<file path="config.mk">
export PLATFORM = sky130hd
export DESIGN_NAME = pe_mac_bank
export DESIGN_NICKNAME = d
export VERILOG_FILES = /design/src/rtl/pe_mac_bank.sv
export SDC_FILE = /design/constraint.sdc
export NUM_CORES = 2
export LEC_CHECK = 0
export ABC_AREA = 1
export CAP_MARGIN = 20
export CORE_ASPECT_RATIO = 0.9
export CORE_MARGIN = 5
export CORE_UTILIZATION = 50
export DETAILED_ROUTE_END_ITERATION = 10
export PLACE_DENSITY = 0.74
export SKIP_LAST_GASP = 1
export SLEW_MARGIN = 25
export SYNTH_ARGS = -nofsm -noshare
export SYNTH_HDL_FRONTEND = slang
export SYNTH_SLANG_ARGS = --single-unit
</file>
<file path="constraint.sdc">
create_clock -name clk -period 9.1 [get_ports clk]
set_input_delay 1.365 -clock clk [delete_from_list [all_inputs] [get_ports clk]]
set_output_delay 1.365 -clock clk [all_outputs]
set_load 0.02 [all_outputs]
</file>
<file path="src/rtl/pe_mac_bank.sv">
// rtl/pe_mac_bank.sv - fixed-point MAC processing element with a bank of accumulator slots
// Two-stage multiply/accumulate pipe plus a rounding/saturating read port with hazard interlock.
module pe_mac_bank #(
  parameter int INT_BITS   = 7,
  parameter int FRAC_BITS  = 9,
  parameter int NUM_ACC    = 8,
  parameter int GUARD_BITS = 4,
  localparam int W = INT_BITS + FRAC_BITS,
  localparam int P = 2 * W,
  localparam int A = P + GUARD_BITS,
  localparam int S = $clog2(NUM_ACC)
) (
  input  logic                clk,
  input  logic                rst_n,
  input  logic                in_valid,
  output logic                in_ready,
  input  logic signed [W-1:0] data_in_1,
  input  logic signed [W-1:0] data_in_2,
  input  logic        [S-1:0] acc_sel,
  input  logic                acc_init,
  input  logic                rd_valid,
  output logic                rd_ready,
  input  logic        [S-1:0] rd_sel,
  input  logic                rd_clear,
  input  logic                round_mode,
  input  logic                sat_en,
  output logic                out_valid,
  input  logic                out_ready,
  output logic        [W-1:0] data_out,
  output logic                out_ovf
);

  localparam logic signed [A:0] HALF_LSB = (A+1)'(1) <<< (FRAC_BITS - 1);
  localparam logic signed [A:0] MAX_V = {{(A-W+2){1'b0}}, {(W-1){1'b1}}};
  localparam logic signed [A:0] MIN_V = {{(A-W+2){1'b1}}, {(W-1){1'b0}}};
  localparam logic [W-1:0] MAX_W = {1'b0, {(W-1){1'b1}}};
  localparam logic [W-1:0] MIN_W = {1'b1, {(W-1){1'b0}}};

  logic signed [A-1:0] slot [NUM_ACC];

  logic                s1_valid;
  logic signed [P-1:0] s1_prod;
  logic        [S-1:0] s1_sel;
  logic                s1_init;
  logic                s2_valid;
  logic        [S-1:0] s2_sel;

  logic signed [P-1:0] op_a;
  logic signed [P-1:0] op_b;
  logic signed [A-1:0] prod_ext;
  logic signed [A-1:0] acc_sum;
  logic                hazard;
  logic                rd_fire;

  logic signed [A:0]   rd_ext;
  logic signed [A:0]   rd_rnd;
  logic signed [A:0]   rd_shift;
  logic                ovf_hi;
  logic                ovf_lo;
  logic        [W-1:0] fmt_data;

  assign in_ready = 1'b1;

  assign op_a     = P'(data_in_1);
  assign op_b     = P'(data_in_2);
  assign prod_ext = A'(s1_prod);
  assign acc_sum  = s1_init ? prod_ext : slot[s1_sel] + prod_ext;

  // The slot being written at the next edge, or just written, must not be read or cleared.
  assign hazard   = (s1_valid && (s1_sel == rd_sel)) || (s2_valid && (s2_sel == rd_sel));
  assign rd_ready = !hazard && !(out_valid && !out_ready);
  assign rd_fire  = rd_valid && rd_ready;

  assign rd_ext   = {slot[rd_sel][A-1], slot[rd_sel]};
  assign rd_rnd   = round_mode ? rd_ext + HALF_LSB : rd_ext;
  assign rd_shift = rd_rnd >>> FRAC_BITS;
  assign ovf_hi   = rd_shift > MAX_V;
  assign ovf_lo   = rd_shift < MIN_V;

  always_comb begin
    fmt_data = rd_shift[W-1:0];
    if (sat_en && ovf_hi) fmt_data = MAX_W;
    if (sat_en && ovf_lo) fmt_data = MIN_W;
  end

  always_ff @(posedge clk) begin
    if (!rst_n) begin
      s1_valid <= 1'b0;
      s1_prod  <= '0;
      s1_sel   <= '0;
      s1_init  <= 1'b0;
      s2_valid <= 1'b0;
      s2_sel   <= '0;
    end else begin
      s1_valid <= in_valid && in_ready;
      s1_prod  <= op_a * op_b;
      s1_sel   <= acc_sel;
      s1_init  <= acc_init;
      s2_valid <= s1_valid;
      s2_sel   <= s1_sel;
    end
  end

  // The interlock guarantees the stage-2 write and a clearing read never hit the same slot.
  always_ff @(posedge clk) begin
    if (!rst_n) begin
      for (int i = 0; i < NUM_ACC; i++) slot[i] <= '0;
    end else begin
      if (s1_valid) slot[s1_sel] <= acc_sum;
      if (rd_fire && rd_clear) slot[rd_sel] <= '0;
    end
  end

  always_ff @(posedge clk) begin
    if (!rst_n) begin
      out_valid <= 1'b0;
      data_out  <= '0;
      out_ovf   <= 1'b0;
    end else if (rd_fire) begin
      out_valid <= 1'b1;
      data_out  <= fmt_data;
      out_ovf   <= ovf_hi || ovf_lo;
    end else if (out_ready) begin
      out_valid <= 1'b0;
    end
  end

endmodule

</file>
======== After elaboration in Yosys (flattened, before gate mapping) ========
Memories as Yosys holds them, arrays and structs flattened. A register that Yosys moved wholly into a read port is not among the register bits.
Cells that the tools add are included.
Widths: inputs -> output; s select.
word-level totals
  memories ................................ 1
  memory bits (writable) .................. 288
  bits of input ports ..................... 47
  word-level logic and storage cells ...... 53
  output and inout port bits .............. 20
  bits in registers ....................... 59
operators by class
  muxes and demuxes ....................... 20
  order comparisons ....................... 2
  multipliers ............................. 1
  reductions and logical operators ........ 16
  $add $sub $neg .......................... 2
  equal/unequal tests ..................... 2
memory list
  name  words  width  rd ports  clocked after Yosys merged registers in  write ports  RTL line  RTL
  slot  8      36     2         1                                        8            39        logic signed [A-1:0] slot [NUM_ACC];
operators by type and width
  operator                number
  $mux 36                 3
  $reduce_or 36->1        2
  $add 36x10->37 const B  1
  $mux 37                 1
  $add 36x32->36          1
  $mul 16x16->32          1
  $mux 16                 2
  $gt 28x16->1 const B    1
  $lt 28x16->1 const B    1
  $mux 1                  11
  $mux 3                  3
  $logic_and 1x1->1       8
  $eq 3x3->1              2
  $logic_not 1->1         3
  $logic_or 1x1->1        2
  $reduce_bool 2->1       1

======== Depth between registers and ports, before layout ========
  depth in word-level cells ............... 12
  depth in mapped cells ................... 30

======== Worst setup path after synthesis ========
Ideal clock, no wire load.
  path kind ............................... input to register
  start ................................... input data_in_1[10]
  end ..................................... register s1_prod[26]
  required time ........................... 8987 ps
  stages on the path ...................... 23
  data arrival time ....................... 6781 ps
  slack ................................... 2206 ps
  setup time .............................. 113 ps
  buffers on the path ..................... 2
  cell sequence ........................... clkbuf_1 -> clkbuf_1 -> nand2_1 -> fa_1 -> fa_1 -> inv_1 -> fa_1 -> inv_1 -> fa_1 -> inv_1 -> fa_1 -> fa_1 -> ha_1 -> a21oi_1 -> a21boi_0 -> o21ai_0 -> a21oi_1 -> o21ai_0 -> a21oi_1 -> o21ai_0 -> nand2_1 -> nand2_1 -> nor2_1
on the way
  longest elaborated chain between the ends .. 1
ends and longest elaborated chain
  element               RTL line  RTL
  start, declared       17        input logic signed [W-1:0] data_in_1,
  $mul 16x16->32        96        s1_prod <= op_a * op_b;
  end signal, assigned  96
  end, declared         42        logic signed [P-1:0] s1_prod;
Every way passes these cells.
A chain may end at the register's enable or synchronous reset.

======== Worst setup path after layout ========
  start ................................... input data_in_2[2]
  end ..................................... register s1_prod[26]
on the way
  longest elaborated chain between the ends .. 1
ends and longest elaborated chain
  element          RTL line  RTL
  start, declared  18        input logic signed [W-1:0] data_in_2,
  $mul 16x16->32   96
Every way passes these cells.

==> reports/qor.csv <==
metric;value;unit
crit path cell chain;clkdlybuf4s50_1 -> nand2_1 -> fa_1 -> fa_1 -> inv_1 -> fa_1 -> inv_1 -> fa_1 -> inv_1 -> fa_1 -> fa_1 -> ha_1 -> nand2_1 -> inv_1 -> a21boi_0 -> o21ai_0 -> a21oi_1 -> o21ai_0 -> a21oi_1 -> o21ai_0 -> nand2_1 -> nand2_1 -> nor2_1;
CTS Hold Bufs;0;
CP max stage cell;clkdlybuf4s50_1;
fin area;31900;sq um
DP Wirelength;66500;um
min Tclk post-route;7.81;ns
Crit Path Class;input port to register;
slowest stage delay, CP;0.95;ns
cts bufs inserted;36;
fin crit share;85.8;%
Final Non-Filler Cells;5056;
clock buffer depth;3;
H-tree depth;2;
Max VDD drop;0.539;mV
RSZ-0062 raised after global routing;false;
total power;10.2;mW
Yosys top cell area share;23.5;%
top post-synthesis cells by area;dfxtp_1 24%, fa_1 18%, nand2_1 18%, inv_1 9.5%, a21oi_1 6.1%;
# rows;84;
Via Count;28594;
CP top delay family;adder cells;
Worst Skew;0.0173;ns
Worst-Skew Late Latency;0.54;ns
Leak;14.9;nW
WL/cell;19.0;um
Synth Instances;4318;
arrival time at the worst endpoint;8.24;ns
total global routing overflow;0;
Horiz. Die Dim;266;um
endpoints failing setup;0;
initial drt markers;3843;
slew margin rel.;19.4;%
post-CTS setup buffer count;0;
CTS sink count;347;
drt first pass iters;8;
initial core utilization;50.6;%
vias in the first global route;27511;
Placed Area;30700;sq um
PwrDens;322;nW/um^2
routed wire length;96000;um
# DRC;0;
root buf cell;clkbuf_16;
most frequent cells in the layout;1400 x nand2_1, 748 x inv_1, 360 x a21oi_1, 347 x dfxtp_1, 263 x fa_1;
warnings from Yosys;0;
max_cap viols;0;
remaining antenna violation count;0;
post-synthesis sequential area ratio;23.5;%
post-CTS resize count;0;
critical path endpoint category;register;
GPL Wtd Cong;0.935;
Cell Area, Synth;29500;sq um
commonest non-fill, non-tap cell in the layout;nand2_1;
outcome;complete, no violations;
f_max;128;MHz
Buf/Inv on CP;5;
final hold viol count;0;
Avg Synthesized Cell Area;6.84;sq um
CORE AREA;58400;sq um
share of cells above drive strength 1;5.19;%
Die H;241;um
Yosys reg bits;347;
clock transition at the registers of the reported paths;0.06;ns
CP max FO;16;
area leader, netlist;dfxtp_1;
die area;64100;sq um
vias per cell;5.66;
final slew viol count;0;
synthesis-to-layout area growth;7.83;%
first-pass GRT wire length;152000;um
initial antenna violation count;2;
I/O pin cnt;67;
syn nets;4746;
slew of the pin with the lowest slew margin;1.21;ns
Fin Setup TNS;0;ns
largest net degree at the start of global routing;83;
placed cells;4993;
worst hold path class;register to register;
Global Route Usage Sum;29.7;%
# port buffers;65;
fin nets;4685;
Critical Path Start Type;input port;
Synth cell types;56;
TritonCTS clock tree;done;
cell mode on critical path;fa_1;
WP data required;9.53;ns
synth_stat cells, drive strengths merged:
master      n
a22oi      34
a21boi      8
and2        2
nor4        5
inv       755
a211oi      4
or4         2
nor3        9
mux2i       2
a41oi       2
nand3     105
o21a       16
nand2    1403
fa        263
o2bb2ai     2
nand3b      6
a21oi     361
a2111oi     1
a31oi       4
xor2       11
o211ai      2
ha        118
o221ai      5
o21bai      4
a211o       1
xnor2      21
o21ai     149
a31o        1
clkinv      4
a22o        8
conb        1
o22ai      96
dfxtp     347
a21o        5
nand4      15
a221oi     36
clkbuf    142
o2111ai    17
buf        77
or2        57
nor2      217
power breakdown:
| part | internal [mW] | switching (mW) | leakage, nW |
|---|---|---|---|
| Combinational | 2.45 | 4.55 | 11.6 |
| Clock | 0.900 | 0.641 | 0.577 |
| Sequential | 1.65 | 0.0626 | 2.81 |
| Total | 5.00 | 5.25 | 14.9 |
worst register-to-register path, cell delays in order, from the launching register on:
cell and delay, ns:
dfxtp_1 0.38, inv_1 0.24, nor3_2 0.06, buf_4 0.29, inv_1 0.76, o22ai_1 0.21, or4_1 0.56, ha_1 0.34
fa_1 0.53, nand3_1 0.15, nor2_1 0.07, o21ai_0 0.18, nand2_1 0.16, nand3_1 0.10, nand2_1 0.13, inv_1 0.13
o21ai_0 0.11, o21ai_0 0.16, a21oi_1 0.06, a21oi_1 0.92, or2_2 0.25, a21oi_1 0.06
sequential cells by signal, indices dropped and copies added, names as in the netlist:
name	cells
s2_sel	3
out_ovf	1
out_valid	1
slot	288
s1_sel	3
data_out	16
s1_init	1
s1_valid	1
s1_prod	32
s2_valid	1
final cells by class:
cell class                      count  area [sq um]
Sequential cell                   347          6950
Fill cell                        5741         26600
Antenna cell                        2          5.00
Clock buffer                       53          1040
Multi-Input combinational cell   2993         18800
Inverter                          759          2860
Timing Repair Buffer              120          1070
Clock inverter                      8           140
Tap cell                          774           968
per-layer routing:
layer / vias up / track usage, % / routed length, um
li1: 13278 / - / -
met1: 13328 / 41.2 / 38700
met2: 1685 / 44.6 / 40000
met3: 301 / 7.70 / 12800
met4: 2 / 11.8 / 4470
met5: - / 0 / 13
metrics by stage:
| step | utilization, % | hold slack, ns | setup slack [ns] |
|---|---|---|---|
| global placement | 52.4 | 0.449 | 1.01 |
| CTS | 54.5 | 0.465 | 1.46 |
| floorplan | - | 0.441 | 2.21 |
| finish | 54.5 | 0.464 | 1.29 |
| global route | 54.5 | 0.479 | 0.841 |
| detailed placement | 52.5 | 0.453 | 0.912 |
path summary, 6_finish.rpt:
check,startpoint,to,slack [ns],depth (start not counted)
hold / removal,data_out[5],data_out[5],0.46,2
setup reg to reg,s1_sel[2],slot[5][22],3.11,21
setup / recovery,data_in_2[2],s1_prod[26],1.29,23
hold reg to reg,data_out[5],data_out[5],0.46,2
cells by family (layout without fill, tap and decap cells):
| family | count (synthesis) | count (layout) | synth area share (%) |
|---|---|---|---|
| other | 1 | 3 | 0.0127 |
| AO/OA/AOI/OAI | 756 | 756 | 14.8 |
| adder cells (fa/ha/maj) | 381 | 381 | 22.8 |
| multiplexers | 2 | 2 | 0.0678 |
| XOR/XNOR | 32 | 32 | 0.948 |
| AND/OR/NAND/NOR | 1821 | 1821 | 24.8 |
| buffers and inverters | 978 | 940 | 13.1 |
| flip-flops | 347 | 347 | 23.5 |
Note: power is estimated with default switching activity, not from simulation.
